## src/rtl/imem_loader_pkg.sv

```systemverilog
// Shared types and constants for the boot-time imem loader.
package riscv_loader_pkg;

    typedef enum logic [2:0] {
        HDR,
        DATA,
        CHK,
        RUN,
        ERR
    } state_e;

    localparam int unsigned HDR_BYTES = 4;
    localparam int unsigned HDR_W     = 8 * HDR_BYTES;
    localparam int unsigned CSUM_W    = 8;

    // True when a header word count does not fit in a 2**addr_w word imem.
    function automatic logic hdr_overflow(input logic [HDR_W-1:0] n, input int unsigned addr_w);
        logic [63:0] lim;
        lim = 64'd1 << addr_w;
        return {32'd0, n} > lim;
    endfunction

endpackage

```

## src/rtl/imem_loader_if.sv

```systemverilog
// Byte-stream input and imem write port of the loader, plus core release flags.
interface imem_loader_if #(
    parameter int unsigned ADDR_W = 28,
    parameter int unsigned DATA_W = 32
);
    logic              s_valid;
    logic [7:0]        s_data;
    logic              s_ready;
    logic              imem_we;
    logic [ADDR_W-1:0] imem_addr;
    logic [DATA_W-1:0] imem_wdata;
    logic              cpu_rst;
    logic              done;
    logic              error;

    // Loader side.
    modport master (
        input  s_valid, s_data,
        output s_ready, imem_we, imem_addr, imem_wdata, cpu_rst, done, error
    );

    // Stream source / imem / core side.
    modport slave (
        output s_valid, s_data,
        input  s_ready, imem_we, imem_addr, imem_wdata, cpu_rst, done, error
    );
endinterface

```

## src/rtl/imem_loader_byte_assembler.sv

```systemverilog
// Little-endian word assembler: bytes shift in LSB-first, word_c_o is the
// word as it would read with byte_i as its top byte.
module byte_assembler #(
    parameter int unsigned DATA_W = 32
) (
    input  logic              clk,
    input  logic              rst,
    input  logic              shift_en_i,
    input  logic [7:0]        byte_i,
    input  logic              clear_i,
    output logic [DATA_W-1:0] word_c_o,
    output logic              complete_c_o
);

    localparam int unsigned BYTES = DATA_W / 8;
    localparam int unsigned CNT_W = (BYTES > 1) ? $clog2(BYTES) : 1;

    logic [CNT_W-1:0] cnt_q, cnt_d;

    assign complete_c_o = shift_en_i && (cnt_q == CNT_W'(BYTES - 1));

    // Byte position within the current word.
    always_comb begin
        cnt_d = cnt_q;
        if (clear_i || complete_c_o) begin
            cnt_d = '0;
        end else if (shift_en_i) begin
            cnt_d = cnt_q + CNT_W'(1);
        end
    end

    // Byte counter register.
    always_ff @(posedge clk or posedge rst) begin
        if (rst) cnt_q <= '0;
        else     cnt_q <= cnt_d;
    end

    generate
        if (BYTES > 1) begin : g_multi
            logic [DATA_W-9:0] part_q, part_d;

            assign word_c_o = {byte_i, part_q};

            // Holds the bytes received so far, already shifted toward the LSB.
            always_comb begin
                part_d = part_q;
                if (clear_i || complete_c_o) begin
                    part_d = '0;
                end else if (shift_en_i) begin
                    part_d = word_c_o[DATA_W-1:8];
                end
            end

            // Partial-word register.
            always_ff @(posedge clk or posedge rst) begin
                if (rst) part_q <= '0;
                else     part_q <= part_d;
            end
        end else begin : g_single
            assign word_c_o = byte_i;
        end
    endgenerate

endmodule

```

## src/rtl/imem_loader.sv

```systemverilog
// Boot-time imem loader: header word count, little-endian payload words
// written from address 0, core held in reset until the image completes.
// Optional trailing XOR checksum byte: define LOADER_CHECKSUM_EN.
module imem_loader
    import riscv_loader_pkg::*;
#(
    parameter int unsigned ADDR_W = 28,
    parameter int unsigned DATA_W = 32
) (
    input  logic          clk,
    input  logic          rst,
    imem_loader_if.master bus
);

    localparam int unsigned HDR_CNT_W = $clog2(HDR_BYTES);

`ifdef LOADER_CHECKSUM_EN
    localparam state_e PAYLOAD_END = CHK;
`else
    localparam state_e PAYLOAD_END = RUN;
`endif

    state_e               state_q, state_d;
    logic [HDR_CNT_W-1:0] hdr_cnt_q, hdr_cnt_d;
    logic [HDR_W-1:0]     hdr_q, hdr_d;
    logic [HDR_W-1:0]     word_cnt_q, word_cnt_d;
`ifdef LOADER_CHECKSUM_EN
    logic [CSUM_W-1:0]    csum_q, csum_d;
`endif

    logic                 s_ready_q, s_ready_d;
    logic                 imem_we_q, imem_we_d;
    logic [ADDR_W-1:0]    imem_addr_q, imem_addr_d;
    logic [DATA_W-1:0]    imem_wdata_q, imem_wdata_d;
    logic                 cpu_rst_q, cpu_rst_d;
    logic                 done_q, done_d;
    logic                 error_q, error_d;

    logic                 accept_c;
    logic                 asm_shift_c;
    logic                 asm_clear_c;
    logic                 asm_complete_c;
    logic [DATA_W-1:0]    asm_word_c;

    assign accept_c    = bus.s_valid && s_ready_q;
    assign asm_shift_c = accept_c && (state_q == DATA);

    byte_assembler #(
        .DATA_W (DATA_W)
    ) u_asm (
        .clk          (clk),
        .rst          (rst),
        .shift_en_i   (asm_shift_c),
        .byte_i       (bus.s_data),
        .clear_i      (asm_clear_c),
        .word_c_o     (asm_word_c),
        .complete_c_o (asm_complete_c)
    );

    // Next-state, counters, checksum and output register inputs.
    always_comb begin
        state_d      = state_q;
        hdr_cnt_d    = hdr_cnt_q;
        hdr_d        = hdr_q;
        word_cnt_d   = word_cnt_q;
        imem_we_d    = 1'b0;
        imem_addr_d  = imem_addr_q;
        imem_wdata_d = imem_wdata_q;
        asm_clear_c  = 1'b0;
`ifdef LOADER_CHECKSUM_EN
        csum_d       = csum_q;
`endif

        case (state_q)
            HDR: begin
                if (accept_c) begin
                    hdr_d     = {bus.s_data, hdr_q[HDR_W-1:8]};
                    hdr_cnt_d = hdr_cnt_q + HDR_CNT_W'(1);
`ifdef LOADER_CHECKSUM_EN
                    csum_d    = csum_q ^ bus.s_data;
`endif
                    if (hdr_cnt_q == HDR_CNT_W'(HDR_BYTES - 1)) begin
                        if (hdr_overflow(hdr_d, ADDR_W)) begin
                            state_d = ERR;
                        end else if (hdr_d == '0) begin
                            state_d = PAYLOAD_END;
                        end else begin
                            state_d     = DATA;
                            word_cnt_d  = '0;
                            asm_clear_c = 1'b1;
                        end
                    end
                end
            end
            DATA: begin
                if (accept_c) begin
`ifdef LOADER_CHECKSUM_EN
                    csum_d = csum_q ^ bus.s_data;
`endif
                    if (asm_complete_c) begin
                        imem_we_d    = 1'b1;
                        imem_addr_d  = ADDR_W'(word_cnt_q);
                        imem_wdata_d = asm_word_c;
                        word_cnt_d   = word_cnt_q + HDR_W'(1);
                        if (word_cnt_q == hdr_q - HDR_W'(1)) begin
                            state_d = PAYLOAD_END;
                        end
                    end
                end
            end
`ifdef LOADER_CHECKSUM_EN
            CHK: begin
                if (accept_c) begin
                    state_d = (bus.s_data == csum_q) ? RUN : ERR;
                end
            end
`endif
            default: ;
        endcase

        s_ready_d = (state_d == HDR) || (state_d == DATA) || (state_d == CHK);
        done_d    = (state_q == RUN);
        cpu_rst_d = (state_q != RUN);
        error_d   = (state_q == ERR);
    end

    // State, counters and registered outputs.
    always_ff @(posedge clk or posedge rst) begin
        if (rst) begin
            state_q      <= HDR;
            hdr_cnt_q    <= '0;
            hdr_q        <= '0;
            word_cnt_q   <= '0;
`ifdef LOADER_CHECKSUM_EN
            csum_q       <= '0;
`endif
            s_ready_q    <= 1'b1;
            imem_we_q    <= 1'b0;
            imem_addr_q  <= '0;
            imem_wdata_q <= '0;
            cpu_rst_q    <= 1'b1;
            done_q       <= 1'b0;
            error_q      <= 1'b0;
        end else begin
            state_q      <= state_d;
            hdr_cnt_q    <= hdr_cnt_d;
            hdr_q        <= hdr_d;
            word_cnt_q   <= word_cnt_d;
`ifdef LOADER_CHECKSUM_EN
            csum_q       <= csum_d;
`endif
            s_ready_q    <= s_ready_d;
            imem_we_q    <= imem_we_d;
            imem_addr_q  <= imem_addr_d;
            imem_wdata_q <= imem_wdata_d;
            cpu_rst_q    <= cpu_rst_d;
            done_q       <= done_d;
            error_q      <= error_d;
        end
    end

    assign bus.s_ready    = s_ready_q;
    assign bus.imem_we    = imem_we_q;
    assign bus.imem_addr  = imem_addr_q;
    assign bus.imem_wdata = imem_wdata_q;
    assign bus.cpu_rst    = cpu_rst_q;
    assign bus.done       = done_q;
    assign bus.error      = error_q;

endmodule

```

## src/flat_wrapper.sv

```systemverilog
// flat-port wrapper written by rule: the top's interface ports become plain ports
module imem_loader_flat import riscv_loader_pkg::*;
#(
    parameter int unsigned ADDR_W = 28,
    parameter int unsigned DATA_W = 32
)
  (clk, rst, bus_s_valid, bus_s_data, bus_s_ready, bus_imem_we, bus_imem_addr, bus_imem_wdata, bus_cpu_rst, bus_done, bus_error);
  imem_loader_if #(.ADDR_W(ADDR_W), .DATA_W(DATA_W)) bus_i ();
  input  logic clk;
  input  logic rst;
  input wire logic [$bits(bus_i.s_valid)-1:0] bus_s_valid;
  input wire logic [$bits(bus_i.s_data)-1:0] bus_s_data;
  output wire logic [$bits(bus_i.s_ready)-1:0] bus_s_ready;
  output wire logic [$bits(bus_i.imem_we)-1:0] bus_imem_we;
  output wire logic [$bits(bus_i.imem_addr)-1:0] bus_imem_addr;
  output wire logic [$bits(bus_i.imem_wdata)-1:0] bus_imem_wdata;
  output wire logic [$bits(bus_i.cpu_rst)-1:0] bus_cpu_rst;
  output wire logic [$bits(bus_i.done)-1:0] bus_done;
  output wire logic [$bits(bus_i.error)-1:0] bus_error;
  assign bus_i.s_valid = bus_s_valid;
  assign bus_i.s_data = bus_s_data;
  assign bus_s_ready = bus_i.s_ready;
  assign bus_imem_we = bus_i.imem_we;
  assign bus_imem_addr = bus_i.imem_addr;
  assign bus_imem_wdata = bus_i.imem_wdata;
  assign bus_cpu_rst = bus_i.cpu_rst;
  assign bus_done = bus_i.done;
  assign bus_error = bus_i.error;
  imem_loader #(.ADDR_W(ADDR_W), .DATA_W(DATA_W)) u_core (.clk(clk), .rst(rst), .bus(bus_i));
endmodule
```

## config.mk

```make
export PLATFORM = sky130hd
export DESIGN_NAME = imem_loader_flat
export DESIGN_NICKNAME = d
export VERILOG_FILES = /design/src/rtl/imem_loader_pkg.sv /design/src/rtl/imem_loader_if.sv /design/src/rtl/imem_loader_byte_assembler.sv /design/src/rtl/imem_loader.sv /design/src/flat_wrapper.sv
export SDC_FILE = /design/constraint.sdc
export NUM_CORES = 1
export LEC_CHECK = 0
export CORE_ASPECT_RATIO = 1.5
export CORE_MARGIN = 5
export CORE_UTILIZATION = 45
export CTS_CLUSTER_SIZE = 28
export DETAILED_ROUTE_END_ITERATION = 16
export PLACE_DENSITY = 0.63
export SLEW_MARGIN = 40
export SYNTH_ARGS = -nofsm -noshare
export SYNTH_HDL_FRONTEND = slang
export SYNTH_HIERARCHICAL = 1
export SYNTH_SLANG_ARGS = --single-unit
export TNS_END_PERCENT = 5
```

## constraint.sdc

```tcl
create_clock -name clk -period 5.2 [get_ports clk]
set_input_delay 0.52 -clock clk [delete_from_list [all_inputs] [get_ports clk]]
set_output_delay 0.52 -clock clk [all_outputs]
set_load 0.01 [all_outputs]
```

==> results of run 1 <==
==> cell type report <==
class	count	area share
timing repair buffer	83	0.0866
inverter	14	0.00639
multi-input combinational	615	0.387
clock inverter	15	0.0204
sequential	160	0.426
tap	213	0.0284
clock buffer	17	0.0453
==> flip-flops by register name, summed over array words and instances, names as in the netlist <==
signal and cells:
u_core/bus.s_ready 1, u_core/bus.imem_addr 28, u_core/bus.imem_wdata 32, u_core/u_asm/cnt_q 2
u_core/u_asm/g_multi.part_q 24, u_core/bus.error 1, u_core/bus.cpu_rst 1, u_core/hdr_cnt_q 2
u_core/state_q 3, u_core/bus.imem_we 1, u_core/bus.done 1, u_core/word_cnt_q 32
u_core/hdr_q 32
==> metal layers <==
layer  wire [um]  up-vias
li1            -     3026
met2       10500      153
met4         615        0
met3         672       37
met1        8200     2948
met5           0        -
==> worst max-delay path, stage by stage, from the launching register on <==
cell	delay, ns
dfrtp_1	0.47
or3b_2	0.76
nor2_2	0.20
and2_1	0.17
nand3_2	0.57
inv_2	0.23
o2111ai_1	0.13
nor4_1	0.35
nand4_1	0.18
or4_1	0.51
o21ai_1	0.13
==> per-stage QoR <==
stage | instance area, um^2 | worst slack, ns | total power, mW
6_report | 9400 | 1.43 | 3.87
5_1_grt | 9400 | 1.17 | 4.08
4_1_cts | 9390 | 1.49 | 3.91
3_5_place_dp | 8770 | 1.50 | 2.56
3_3_place_gp | 8770 | 1.63 | 2.54
2_1_floorplan | 8030 | 1.10 | 2.32
==> logic make-up (layout without fill, tap and decap cells) <==
kind of cell | after synthesis | count (layout) | share of synthesized area
mux | 36 | 36 | 0.0495
fa+ha+maj | 4 | 4 | 0.00623
compound gates | 141 | 141 | 0.110
xor+xnor | 42 | 42 | 0.0458
simple gates | 392 | 392 | 0.238
flops | 160 | 160 | 0.499
buf+inv | 79 | 129 | 0.0509
==> where the power goes <==
part	internal [mW]	switching [mW]	total, mW
Combinational	0.421	0.384	0.805
Sequential	1.42	0.314	1.74
Clock	0.773	0.558	1.33
Total	2.62	1.26	3.87
==> Yosys cell counts, types with 6 or more instances <==
| library cell | number |
|---|---|
| a31oi_1 | 11 |
| a21oi_1 | 18 |
| nand4_1 | 16 |
| xnor2_1 | 23 |
| mux2_2 | 30 |
| mux2i_1 | 6 |
| nor4_1 | 13 |
| buf_6 | 7 |
| nor3_1 | 16 |
| xor2_1 | 19 |
| dfrtp_1 | 158 |
| buf_2 | 6 |
| nand3_1 | 23 |
| buf_1 | 6 |
| clkbuf_1 | 32 |
| buf_4 | 14 |
| o21ai_0 | 13 |
| nor2_1 | 29 |
| a31o_2 | 22 |
| and2_1 | 8 |
| inv_1 | 13 |
| nand2b_1 | 6 |
| nand2_1 | 210 |
| nor3b_1 | 26 |
| and3_1 | 8 |
| o21ai_1 | 53 |
==> worst max-delay path by stage <==
stage	startpoint	endpoint	slack, ns	depth (start not counted)
2_1_floorplan	rst	u_core/bus.done$_DFF_PP0_	1.10	1
3_3_place_gp	bus_s_valid	u_core/word_cnt_q[17]$_DFFE_PP0P_	1.63	9
3_5_place_dp	u_core/state_q[0]$_DFF_PP0_	u_core/state_q[1]$_DFF_PP0_	1.50	10
4_1_cts	u_core/state_q[0]$_DFF_PP0_	u_core/state_q[1]$_DFF_PP0_	1.49	10
5_1_grt	u_core/state_q[0]$_DFF_PP0_	u_core/state_q[1]$_DFF_PP0_	1.17	10
6_report	u_core/state_q[0]$_DFF_PP0_	u_core/state_q[1]$_DFF_PP0_	1.43	10
==> metrics.txt, run 1 <==
Crit Path Max Fanout=32; Longest Clk Path Bufs=2; met1 GRT Util=0.234; reg2reg setup slack=1.43 ns; Pwr per Cell Area=412 mW/mm^2; die width=119 um; antenna violations before repair=0; placed instance count=1085; fraction of registers with async set/reset=1.00; multi-input combinational cell area=0.00364 mm^2; Min Hold Slack=0.461 ns; Synth area leader=dfrtp_1; first-pass GRT wire length=32.8 mm; status=finished, final reports clean; yosys warns=6; vias in the first global route=6094; commonest cells after routing, fill and taps aside=nand2_1 (210), dfrtp_1 (158), clkdlybuf4s50_1 (75); Reg2Reg Depth=10; Fin. Hold Viols=0; Core Footprint=0.0175 mm^2; register area=0.00401 mm^2; sequential-to-total area share from yosys stat=0.499; IO buf count=75; relative slew slack=0.508; Setup CP Type=reg2reg; fmax=0.266 GHz; GRT overflow=0; drt drc=0; layout cells sized above 1=0.128; Hold EP=u_core/bus.imem_wdata[6]$_DFFE_PP0P_; busiest layer in global routing=met2; Layout area overhead=17.0%; reg-to-reg startpoint=u_core/state_q[0]$_DFF_PP0_; largest net degree at the start of global routing=105; fillers=1611; Die Span Y=174 um; synth top area cells=dfrtp_1 (49%), nand2_1 (9.8%), mux2_2 (4.2%), o21ai_1 (3.3%), xnor2_1 (2.5%); initial core utilization=0.459; endpoints failing setup=0; Routed WL per cell=17.9 um; vias per cell=5.52; CP required=5.54 ns; Site Rows=59; Slew Viols, Final=0; Non-Filler Instances=1117; Max Cap Violations=0; WP data arrival=4.11 ns; drt initial violations=425; HP Class=reg2reg; fin crit share=0.724; Worst IR Drop VDD=0.293 mV; via count=6164; final setup TNS=0 ns; Synth cell types=63; Synth Register Bits=160; EDFF count, synth=0; final core utilization=0.537; CTS H-Tree Depth=4; TritonCTS clock tree=yes; reg-to-reg endpoint=u_core/state_q[1]$_DFF_PP0_; fin nets=906; Syn Area/Cell=9.41 um^2; Worst Hold Launch=u_core/u_asm/g_multi.part_q[6]$_DFFE_PP0P_; syn_nets=869; Final Wtd Congestion=0.911; insertion delay to the later sink of the worst-skew pair=0.42 ns; CP Launch Type=flip-flop; Post-CTS Setup Inserts=0; clk root buf=clkbuf_16; Ports=76; DRT antenna net count=0; Total Wirelength=20.0 mm; area share of the largest cell type after synthesis=0.492; met2 GRT Util=0.351; Mapped Cells=854; post-CTS resize count=0; CTS Sinks=160; crit path time final=3.77 ns; Clock Skews=0.0123 ns; leakage=4.25 nW; Critical Path Sink Type=flip-flop; Slew @ Worst Pin=0.731 ns; detailed placer's ending HPWL=13.6 mm; cts hold-fix bufs=0; Total GRT Usage=0.197; Worst-path clk slew=0.07 ns; Worst Hold Depth=2; drt first pass iters=5; ant diodes=0; most common cell after layout, fill and taps aside=nand2_1; Synth Flop Type=dfrtp_1; CTS buffer count=17; die footprint=0.0207 mm^2; met3 usage=0.0326; Cell Area, Synth=0.00803 mm^2; RSZ-0062 raised after global routing=no
Power figures use the tool's default switching activity.
==> inputs of run 2 (changes only) <==
- PLACE_DENSITY: 0.63 -> 0.66
- clock period: 5.2 -> 3.2 ns (I/O delays scaled with it)
==> metrics.txt, run 2 (synthesis gave the netlist of run 1 again) <==
Worst path max stage delay=0.56 ns; Min Hold Slack=0.330 ns; TritonCTS clock tree=yes; Worst path slowest cell=or4_4; register area=0.00401 mm^2; antenna violations before repair=0; IO buf count=75; Site Rows=59; Routed WL per cell=17.8 um; drt drc=0; CP cell instances=or4_4 -> or3_4 -> or4_4 -> mux2i_1 -> nor2_1 -> buf_6 -> nor3b_1 -> a31o_2; fin nets=938; relative slew slack=0.494; CP Launch Type=flip-flop; crit path time final=3.03 ns; Clock Skews=0.0110 ns; fin crit share=0.948; fmax=0.330 GHz; Max Cap Violations=0; most common cell after layout, fill and taps aside=nand2_1; P_int=4.22 mW; Total GRT Usage=0.202; Final Wtd Congestion=0.893; CP top delay family=simple AND/OR/NAND/NOR gates; Worst IR Drop VDD=0.358 mV; commonest cells after routing, fill and taps aside=nand2_1 (210), dfrtp_1 (158), clkdlybuf4s50_1 (75); CTS Sinks=160; Tot Pwr=6.29 mW; combinational fraction of design power=0.254; largest net degree at the start of global routing=93; status=finished, final reports clean; Net Sw Frac=0.329; Post-CTS Setup Inserts=0; Core Footprint=0.0175 mm^2; CP required=3.51 ns; layout cells sized above 1=0.158; Clk pwr share=0.316; Ports=76; drt first pass iters=5; reg2reg setup slack=0.17 ns; Fin. Hold Viols=0; die footprint=0.0207 mm^2; Layout area overhead=19.8%; vias in the first global route=6349; leakage=4.39 nW; post-CTS resize count=0; initial core utilization=0.459; Crit Path Max Fanout=26; fillers=1551; ant diodes=0; die width=119 um; vias per cell=5.58; Longest Clk Path Bufs=2; HP Class=in2async; endpoints failing setup=0; RSZ-0062 raised after global routing=no; cts hold-fix bufs=0; insertion delay to the later sink of the worst-skew pair=0.42 ns; CP dominant cell by count=or4_4; multi-input combinational cell area=0.00364 mm^2; Slew Viols, Final=0; via count=6408; P_sw=2.07 mW; Slew @ Worst Pin=0.759 ns; WP data arrival=3.34 ns; Setup CP Type=reg2reg; Total Wirelength=20.5 mm; share of total power in sequential cells=0.430; detailed placer's ending HPWL=14.2 mm; first-pass GRT wire length=33.7 mm; Buf/Inv on CP=1; GRT overflow=0; clk root buf=clkbuf_16; CTS H-Tree Depth=4; Pwr per Cell Area=653 mW/mm^2; Worst-path clk slew=0.07 ns; Critical Path Sink Type=flip-flop; DRT antenna net count=0; drt initial violations=440; Die Span Y=174 um; CTS buffer count=17
run 2: cell count changes in the layout (fill, tap and decap cells not counted), sizes merged:
cell and change:
buf +32, bufinv -2, clkinv +1, clkinvlp +3, inv -2
run 2: area by class of cell:
type                            instances  share of cell area
Multi-Input combinational cell        615               0.378
Sequential cell                       160               0.416
Clock inverter                         15              0.0152
Tap cell                              213              0.0277
Inverter                               14             0.00585
Timing Repair Buffer                  115               0.113
Clock buffer                           17              0.0442
run 2: worst paths after layout:
kind | cells past startpoint | from | end
setup / recovery | 8 | u_core/hdr_q[13]$_DFFE_PP0P_ | u_core/u_asm/g_multi.part_q[22]$_DFFE_PP0P_
hold / removal | 2 | rst | u_core/bus.imem_wdata[4]$_DFFE_PP0P_
setup reg to reg | 8 | u_core/hdr_q[13]$_DFFE_PP0P_ | u_core/u_asm/g_multi.part_q[22]$_DFFE_PP0P_
hold reg to reg | 2 | u_core/u_asm/g_multi.part_q[6]$_DFFE_PP0P_ | u_core/bus.imem_wdata[6]$_DFFE_PP0P_
max in group asynchronous | 3 | rst | u_core/hdr_q[29]$_DFFE_PP0P_
min in group clk | 2 | u_core/u_asm/g_multi.part_q[6]$_DFFE_PP0P_ | u_core/bus.imem_wdata[6]$_DFFE_PP0P_
run 2: power groups by stage:
| stage | registers (mW) | logic (mW) | clock network (mW) |
|---|---|---|---|
| final | 2.70 | 1.60 | 1.99 |
| after global routing | 2.74 | 1.75 | 2.11 |
| after CTS | 2.70 | 1.59 | 2.03 |
| after detailed placement | 2.74 | 1.58 | 0 |
| after global placement | 2.73 | 1.55 | 0 |
| after floorplan | 2.59 | 1.17 | 0 |
run 2: per-layer routing:
| metal | vias up | share of wire | GRT usage |
|---|---|---|---|
| met1 | 3113 | 0.41 | 0.234 |
| met5 | - | 0 | 0 |
| met2 | 166 | 0.53 | 0.364 |
| li1 | 3084 | - | - |
| met4 | 0 | 0.035 | 0.0918 |
| met3 | 45 | 0.030 | 0.0323 |
run 2: stage by stage:
step / cell area, um^2 / instances / utilization / setup WS, ns / setup TNS [ns]
5_1_grt: 9620 / 1149 / 0.550 / 0.0561 / 0
2_1_floorplan: 8040 / 854 / - / -0.176 / -0.176
4_1_cts: 9610 / 1149 / 0.549 / 0.0183 / 0
6_report: 9620 / 1149 / 0.550 / 0.168 / 0
3_5_place_dp: 9040 / 1117 / 0.516 / 0.0192 / 0
3_3_place_gp: 9040 / 1117 / 0.516 / 0.0707 / 0
